<file path="src/rtl/info_mapper_pkg.sv">
// ---------------------------------------------------------------------------
// info_mapper_pkg
//   Shared helpers for the information mapper / demapper pair.
//   - cw_of(p) : width of a bit count in 0..p
//   - lw_of(p) : width of a buffer fill level in 0..2p-1
//   - popcount : number of set bits in a vector of up to MAX_P bits
// ---------------------------------------------------------------------------
package info_mapper_pkg;

    localparam int MAX_P = 256;

    function automatic int cw_of(input int p);
        return $clog2(p) + 1;
    endfunction

    function automatic int lw_of(input int p);
        return $clog2(p) + 2;
    endfunction

    function automatic int popcount(input logic [MAX_P-1:0] v);
        int n;
        n = 0;
        for (int i = 0; i < MAX_P; i++) begin
            n += int'(v[i]);
        end
        return n;
    endfunction

endpackage

</file>
<file path="src/rtl/info_demapper_bit_gather.sv">
// ---------------------------------------------------------------------------
// bit_gather (combinational)
//   Extracts in_data bits at positions where in_mask=1 and compacts them
//   LSB-first in index order.
//   Ports:
//     in_data     [P-1:0]  codeword slice
//     in_mask     [P-1:0]  1 = information position
//     packed_bits [P-1:0]  gathered bits, earliest at [0], upper bits 0
//     count       [CW-1:0] number of gathered bits (0..P)
// ---------------------------------------------------------------------------
module bit_gather
    import info_mapper_pkg::*;
#(
    parameter int P = 8,
    localparam int CW = cw_of(P)
) (
    input  logic [P-1:0]  in_data,
    input  logic [P-1:0]  in_mask,
    output logic [P-1:0]  packed_bits,
    output logic [CW-1:0] count
);

    // Running prefix count: the destination of bit i is the number of set
    // mask bits below i. CW wide so a full mask (count == P) still fits.
    logic [CW-1:0] pos;

    always_comb begin
        // NOTE: every combinational output gets a default before any
        // conditional assignment so no latch is inferred.
        packed_bits = '0;
        pos         = '0;
        for (int i = 0; i < P; i++) begin
            if (in_mask[i]) begin
                // pos <= i < P here, so the low bits index safely.
                packed_bits[pos[CW-2:0]] = in_data[i];
                pos = pos + 1'b1;
            end
        end
    end

    assign count = CW'(popcount(MAX_P'(in_mask)));

endmodule

</file>
<file path="src/rtl/info_demapper.sv">
// ---------------------------------------------------------------------------
// info_demapper
//   Inverse of the information mapper: gathers the masked bits of each input
//   beat and repacks them into dense P-bit output words. A packet ends with
//   in_last; its final word may be partial (zero padded) and carries out_last.
//   Ports:
//     clk, rst            clock, synchronous active-high reset
//     in_valid/in_ready   input handshake (in_ready combinationally follows
//                         out_ready when the buffer is full)
//     in_data, in_mask    codeword slice and information mask
//     in_last             beat is last of packet
//     out_valid/out_ready output handshake
//     out_data            packed info bits, earliest at [0], unused bits 0
//     out_count           valid bits in out_data (P except on final word)
//     out_last            word is last of packet
// ---------------------------------------------------------------------------
module info_demapper
    import info_mapper_pkg::*;
#(
    parameter int MAPPER_PARALLELISM = 8,
    localparam int CW = cw_of(MAPPER_PARALLELISM),
    localparam int LW = lw_of(MAPPER_PARALLELISM)
) (
    input  logic                          clk,
    input  logic                          rst,
    input  logic                          in_valid,
    output logic                          in_ready,
    input  logic [MAPPER_PARALLELISM-1:0] in_data,
    input  logic [MAPPER_PARALLELISM-1:0] in_mask,
    input  logic                          in_last,
    output logic                          out_valid,
    input  logic                          out_ready,
    output logic [MAPPER_PARALLELISM-1:0] out_data,
    output logic [CW-1:0]                 out_count,
    output logic                          out_last
);

    localparam int P = MAPPER_PARALLELISM;
    localparam logic [LW-1:0] P_LVL = LW'(P);

    logic [2*P-1:0] bit_buf;
    logic [LW-1:0]  lvl;
    logic           flush;

    logic [P-1:0]   gathered;
    logic [CW-1:0]  gathered_cnt;

    logic           full;
    logic           out_fire;
    logic           in_fire;
    logic [LW-1:0]  lvl_after_out;
    logic [2*P-1:0] buf_after_out;
    logic [2*P-1:0] insert_bits;

    bit_gather #(.P(P)) u_gather (
        .in_data     (in_data),
        .in_mask     (in_mask),
        .packed_bits (gathered),
        .count       (gathered_cnt)
    );

    // Outputs depend only on registered state.
    assign full      = (lvl >= P_LVL);
    assign out_valid = full || flush;
    assign out_count = full ? CW'(P) : lvl[CW-1:0];
    assign out_data  = bit_buf[P-1:0] & ~({P{1'b1}} << out_count);
    assign out_last  = flush && (lvl <= P_LVL);

    assign out_fire  = out_valid && out_ready;
    // Room exists if less than a word is buffered, or a word leaves this cycle.
    assign in_ready  = !rst && !flush && (!full || out_fire);
    assign in_fire   = in_valid && in_ready;

    // Drain first, then append the new bits at the post-drain level.
    assign lvl_after_out = out_fire ? (lvl - LW'(out_count)) : lvl;
    assign buf_after_out = out_fire ? (bit_buf >> P) : bit_buf;
    assign insert_bits   = {{P{1'b0}}, gathered} << lvl_after_out;

    always_ff @(posedge clk) begin
        // NOTE: the bit buffer is cleared on reset, not just the level:
        // insertion ORs new bits in, which relies on every bit above lvl
        // being zero.
        if (rst) begin
            bit_buf <= '0;
            lvl     <= '0;
            flush   <= 1'b0;
        end else begin
            // NOTE: sequential state uses non-blocking assignments so all
            // registers update from the same pre-edge values.
            bit_buf <= in_fire ? (buf_after_out | insert_bits) : buf_after_out;
            lvl     <= in_fire ? (lvl_after_out + LW'(gathered_cnt)) : lvl_after_out;
            // in_fire and flush are mutually exclusive, so order is immaterial.
            if (in_fire && in_last) begin
                flush <= 1'b1;
            end else if (out_fire && out_last) begin
                flush <= 1'b0;
            end
        end
    end

endmodule
</file>
<file path="config.mk">
export PLATFORM = sky130hd
export DESIGN_NAME = info_demapper
export DESIGN_NICKNAME = d
export VERILOG_FILES = /design/src/rtl/info_mapper_pkg.sv /design/src/rtl/info_demapper_bit_gather.sv /design/src/rtl/info_demapper.sv
export SDC_FILE = /design/constraint.sdc
export NUM_CORES = 1
export LEC_CHECK = 0
export BUFFER_PORTS_ARGS = -buffer_cell sky130_fd_sc_hd__buf_2
export CAP_MARGIN = 20
export CORE_UTILIZATION = 33
export DETAILED_ROUTE_END_ITERATION = 6
export MAX_ROUTING_LAYER = met4
export PLACE_DENSITY_LB_ADDON = 0.08
export SYNTH_ARGS = -nofsm -noshare
export SYNTH_HDL_FRONTEND = slang
export SYNTH_SLANG_ARGS = --single-unit
</file>
<file path="constraint.sdc">
create_clock -name clk -period 15.8 [get_ports clk]
set_input_delay 3.16 -clock clk [delete_from_list [all_inputs] [get_ports clk]]
set_output_delay 3.16 -clock clk [all_outputs]
set_load 0.02 [all_outputs]
</file>
After elaboration in Yosys (flattened, before gate mapping)
Cells that the tools add are included.

cells by class
  order comparisons = 16
  reductions and logical operators = 20
  shift operators = 2
  bitwise operators = 3
  add/sub/neg operators = 15
  muxes and demuxes = 43

operators with widths
  cell                   count
  $bwmux W8              7
  $mux W8                7
  $mux W16               2
  $add A4 B2 Y4          6
  $lt A3 B4 Y1 const B   6
  $demux W1 S3           7
  $ge A3 B1 Y1 const B   6
  $or A16 B16 Y16        1
  $shl A8 B5 Y16         1
  $mux W3                5
  $logic_and A1 B1 Y1    14
  $add A3 B1 Y3 const B  4
  $mux W1                11
  $mux W5                2
  $and A8 B8 Y8          1
  $not A8 Y8             1
  $shl A8 B4 Y8 const A  1
  $add A5 B4 Y5          1
  $ge A5 B4 Y1 const B   1
  $le A5 B4 Y1 const B   1
  $sub A5 B4 Y5          1
  $lt A1 B4 Y1 const B   1
  $mux W4                1
  $add A2 B1 Y3 const B  1
  7 further kinds        10

storage, ports and cells
  input port bits = 21
  logic and storage cells = 102
  register bits = 22

Logic depth before layout (Yosys ltp)
  word-level depth = 22
  gate-level depth with buffers = 24
  gate-level depth less buffers = 23

By module
A second synthesis with hierarchy kept.

unflattened totals
  cells, all modules = 412
  area, all modules = 3305.7 um^2

modules (own cells, without submodules)
  module         cells an instance  area an instance (um^2)  sequential area each (um^2)  instances
  info_demapper  205                1756.7                   440.4                        1
  bit_gather     207                1549.0                   0.0                          1

Worst setup path after synthesis
OpenSTA, ideal clock, no wires.

  path kind = input to register
  start point = input in_mask[2]
  end point = register bit_buf[12]
  data required time = 15.678 ns
  cell stages on the path = 21
  path slack = 8.093 ns
  setup time = 0.122 ns
  arrival = 7.585 ns
  buffers on the path = 2
  path through = buf_2 -> inv_1 -> fa_1 -> clkbuf_1 -> xor2_1 -> inv_1 -> ha_1 -> nand2b_1 -> o31ai_1 -> nor2_1 -> ha_1 -> nand2_1 -> o31ai_1 -> ha_1 -> or3_1 -> mux2_4 -> a211o_1 -> o31ai_2 -> mux2i_1 -> o21a_1 -> a221o_1

between the ends
  longest elaborated chain between the ends = 18
  elaborated cells on any way between the ends = 48
  classes of those cells = add/sub: 4; order compare: 10; shift: 1; mux: 27; bitwise: 1; reduce/logical: 5

RTL lines
  item                                                               RTL line                                                        RTL
  start: declaration                                                 info_demapper.sv:29                                             input logic [MAPPER_PARALLELISM-1:0] in_mask,
  $mux W3                                                            info_demapper_bit_gather.sv:33                                  if (in_mask[i]) begin
  $add A3 B1 Y3 (tied with other cells)                              info_demapper_bit_gather.sv:36                                  pos = pos + 1'b1;
  $mux W3 or $logic_and A1 B1 Y1 (tied branches)                     info_demapper_bit_gather.sv:33, info_demapper_bit_gather.sv:35
  $add A3 B1 Y3 (tied with other cells)                              info_demapper_bit_gather.sv:36
  $mux W3 (tied with other cells)                                    info_demapper_bit_gather.sv:33
  $add A3 B1 Y3 (tied with other cells)                              info_demapper_bit_gather.sv:36
  $mux W3 (tied with other cells)                                    info_demapper_bit_gather.sv:33
  $add A3 B1 Y3 (tied with other cells)                              info_demapper_bit_gather.sv:36
  [2 not listed]                                                     --
  $logic_and A1 B1 Y1 (implied by the code) (tied with other cells)  info_demapper_bit_gather.sv:35                                  packed_bits[pos[CW-2:0]] = in_data[i];
  $mux W1 (implied by the code) or $bwmux W8 (tied branches)         info_demapper_bit_gather.sv:35
  $demux W1 S3 or $mux W8 (tied branches)                            --
  $bwmux W8                                                          info_demapper_bit_gather.sv:35
  $mux W8 *                                                          info_demapper_bit_gather.sv:33
  $shl A8 B5 Y16 *                                                   info_demapper.sv:77                                             assign insert_bits = {{P{1'b0}}, gathered} << lvl_after_out;
  $or A16 B16 Y16 *                                                  info_demapper.sv:90                                             bit_buf <= in_fire ? (buf_after_out | insert_bits) : buf_after_out;
  $mux W16 *                                                         info_demapper.sv:90
  end signal: assignment                                             info_demapper.sv:90
  end: declaration                                                   info_demapper.sv:41                                             logic [2*P-1:0] bit_buf;

Every way passes the cells marked *; elsewhere a longest branch is shown, timed or not.
A chain may end at the register's enable or synchronous reset.

Worst setup path in the final report
  start point = input in_mask[2]
  end point = register bit_buf[8]

Same word-level chain as after synthesis.

==> reports/summary.txt <==
=================================================================================
Number of optimization iterations in the first detailed-route pass              4
Number of enable-type register cells in the synthesized netlist                 0
Die Y-Extent                                                               106 um
Setup repair after global routing missed its margin                            no
Initial antenna violation count                                                 0
GR Util All Layers                                                          0.204
Die boundary width                                                         106 um
Setup crit start kind                                                  input port
Maxcap violations                                                               0
Final Hold Viols                                                                0
Fraction of power consumed by the clock network                             0.145
Sum of negative setup slack                                                  0 ns
Standby leakage power                                                  0.00156 uW
Remaining antenna violation count                                               0
Post-CTS setup buffers                                                          0
Detailed router's first-iteration violation count                             236
Proportion of power drawn by combinational gates                            0.662
Via count of the first global-routing pass                                   3558
Most used flip-flop cell after synthesis                             sky130_fd_sc_hd__dfxtp_1
Minimum clock period after layout                                         8.40 ns
Setup skew after layout                                                0.00406 ns
Die area                                                              11200 sq um
Overall via count from detail_route                                          3805
Async SR Flop Fraction                                                          0
Hold wc startpoint                                                    bit_buf[15]
Peak supply drop                                                      0.0000404 V
Global-route wire length before repair                                    18.0 mm
Synthesized area per cell                                              7.34 sq um
Combined area of all synthesized cells                                 3570 sq um
Net switching power figure                                                 176 uW
Flop-to-flop setup slack                                                 12.31 ns
Simple-gate share of the synthesized area                                   0.251
Int Power                                                                  185 uW
Cells after Synth                                                             486
Main combinational cell family by area after synthesis               compound AO/OA/AOI/OAI gates
Relative slew margins                                                       0.599
Worst-path maximum fanout                                                      14
Min-delay worst type                                                 flop to flop
Sink of the worst hold path                                           bit_buf[15]
Synth Net Count                                                               530
Fraction of the mapped netlist area in compound gates                       0.366
Clock tree from TritonCTS                                                    done
Post-detailed-routing wire length                                         11.0 mm
Area growth syn-to-layout                                                   9.19%
Sw Share                                                                    0.487
Worst setup startpoint                                                 in_mask[2]
I/O pin count                                                                  36
Nets                                                                          549
Post_cts resized                                                                0
Type of the worst setup path                                         input port to flop
Port Buffer Count                                                              35
Maximum root-to-sink buffer count                                               2
Placer congestion estimate                                                  0.923
Number of cells on the worst reg-to-reg path                                   14
Worst r2r src                                                              lvl[3]
Areal power density over the cells                                   92.6 nW/um^2
Final HPWL DP                                                             8.93 mm
Arrival time at the worst endpoint                                        8.56 ns
Post-Synth Adder-Cell Area                                                 0.0933
Grt ovf                                                                         0
Mux cell area share after synthesis                                        0.0340
Buffer type at the clock tree root                                   sky130_fd_sc_hd__clkbuf_8
Core Area                                                             10400 sq um
Critical Path End Type                                                       flop
Initial cell density of the core                                            0.342
Data required time of the critical path                                  15.96 ns
Worst-Skew Late Latency                                                   0.26 ns
Status                                                               complete, no violations
Number of rows created at floorplan                                            37
Number of remaining DRC errors                                                  0
Worst hold path depth                                                           2
Proportion of synthesized chip area in sequential cells                     0.124
Yosys synthesis warning count                                                   0
Antenna fix cells                                                               0
Via count normalized by instance count                                       5.95
Number of sinks driven by the clock tree                                       22
Fraction of layout instances using a drive strength above 1                 0.139
Final Cycle Share                                                           0.532
Routed len/inst                                                           17.2 um
Power share of the sequential group                                         0.194
Flops & latches, synth                                                         22
Upper clock frequency limit                                               119 MHz
Clock Pin Slew Worst Setup and Hold Paths                                 0.08 ns
Pin count of the biggest net entering global routing                           23
Final setup violation count                                                     0
Transition time at the pin with the least slew margin                    0.596 ns
End of the worst register-to-register path                                 lvl[4]
Pins Over Slew Limit                                                            0
H-tree levels                                                                   1
Xor/xnor share of the synthesized area                                     0.0688
Distinct cell type count after synthesis                                       83
Final Total Pwr                                                            360 uW
Post-Route Utilization                                                      0.374
Number of buffers created by CTS                                                3
Post-cts hold buffer count                                                      0
=================================================================================
## power by group through the flow
stage	clock network [uW]	logic [uW]	registers, uW
2_1_floorplan	0	184	67.4
3_3_place_gp	0	238	71.1
3_5_place_dp	0	236	71.3
4_1_cts	53.4	238	69.8
5_1_grt	55.3	265	71.3
6_report	52.2	238	69.8
## logic make-up (layout without fill, tap and decap cells)
family          count (synthesis)  count (layout)
buf+inv                        55              73
simple gates                  183             183
flops                          22              22
compound gates                174             174
fa+ha+maj                      23              23
xor+xnor                       17              17
other cells                     1               1
mux                            11              11
## per-stage QoR
stage / cell area, sq um / hold WS (ns) / cells / setup slack (ns)
finish: 3890 / 0.465 / 640 / 7.40
global route: 3890 / 0.513 / 640 / 6.88
CTS: 3890 / 0.471 / 640 / 7.39
detailed placement: 3820 / 0.451 / 636 / 7.15
global placement: 3820 / 0.449 / 636 / 7.30
floorplan: 3570 / 0.425 / 486 / 8.09
## synth_stat cells, drive strengths merged (7+ instances only)
cell type,n,area (sq um)
nand2,57,214
dfxtp,22,440
inv,31,116
nor3,10,60.1
buf,7,43.8
nand2b,9,56.3
o211ai,14,105
xnor2,10,121
clkbuf,16,60.1
ha,17,213
mux2i,8,80.1
nand3,15,80.1
nor2b,8,50.1
and2,9,56.3
a21boi,8,60.1
o22ai,8,56.3
o21ai,17,85.1
a211oi,9,77.6
nor2,42,158
o31ai,15,123
a21oi,24,120
and3,10,62.6
a31oi,16,106
## sequential cells by signal (all words and copies together), names as in the netlist
| signal | cells |
|---|---|
| bit_buf | 16 |
| lvl | 5 |
| flush | 1 |
## cell type report
class | instances | area, sq um
Sequential cell | 22 | 440
Timing Repair Buffer | 37 | 190
Multi-Input combinational cell | 409 | 2900
Clock buffer | 3 | 41.3
Clock inverter | 1 | 30.0
Inverter | 32 | 120
Tap cell | 136 | 170
Fill cell | 1112 | 6520
## cells in the final DEF, fill, tap and decap left out, types with 10 or more instances in the layout
cell type                  instances
sky130_fd_sc_hd__nand3_1          14
sky130_fd_sc_hd__dfxtp_1          22
sky130_fd_sc_hd__inv_1            29
sky130_fd_sc_hd__a21oi_1          24
sky130_fd_sc_hd__nand2_1          57
sky130_fd_sc_hd__buf_2            35
sky130_fd_sc_hd__a31oi_1          15
sky130_fd_sc_hd__o31ai_1          13
sky130_fd_sc_hd__o21ai_0          14
sky130_fd_sc_hd__ha_1             17
sky130_fd_sc_hd__nor2_1           42
sky130_fd_sc_hd__and3_1           10
sky130_fd_sc_hd__o211ai_1         14
## critical path, stage by stage
cell and delay, ns:
sky130_fd_sc_hd__buf_2 0.22, sky130_fd_sc_hd__inv_1 0.14, sky130_fd_sc_hd__fa_1 0.84, sky130_fd_sc_hd__inv_1 0.23, sky130_fd_sc_hd__a21oi_1 0.30, sky130_fd_sc_hd__nor3_1 0.09
sky130_fd_sc_hd__nor2_1 0.13, sky130_fd_sc_hd__ha_1 0.26, sky130_fd_sc_hd__nand2b_1 0.17, sky130_fd_sc_hd__o31ai_1 0.13, sky130_fd_sc_hd__nor2_1 0.14, sky130_fd_sc_hd__ha_1 0.33
sky130_fd_sc_hd__nand2_1 0.09, sky130_fd_sc_hd__o31ai_1 0.11, sky130_fd_sc_hd__ha_1 0.30, sky130_fd_sc_hd__inv_1 0.03, sky130_fd_sc_hd__a221oi_1 0.35, sky130_fd_sc_hd__a21boi_0 0.35
sky130_fd_sc_hd__nand3_2 0.12, sky130_fd_sc_hd__o21a_1 0.15, sky130_fd_sc_hd__a211oi_2 0.30, sky130_fd_sc_hd__o21ai_0 0.11, sky130_fd_sc_hd__o21a_1 0.17, sky130_fd_sc_hd__a221o_1 0.32
## worst max path at each step
stage	endpoint	cells past startpoint
floorplan	bit_buf[12]	21
global placement	bit_buf[8]	24
detailed placement	bit_buf[12]	24
CTS	bit_buf[12]	24
global route	bit_buf[12]	24
finish	bit_buf[8]	24
## metal layers
| metal | vias to the layer above | wire length, um | share of wire | track usage |
|---|---|---|---|---|
| met5 | - | 0 | 0 | - |
| met3 | 26 | 470 | 0.043 | 0.00858 |
| met2 | 122 | 5160 | 0.47 | 0.345 |
| li1 | 1869 | - | - | - |
| met4 | 0 | 345 | 0.031 | 0.0734 |
| met1 | 1788 | 5000 | 0.46 | 0.259 |
Note: power is estimated with default switching activity, not from simulation.
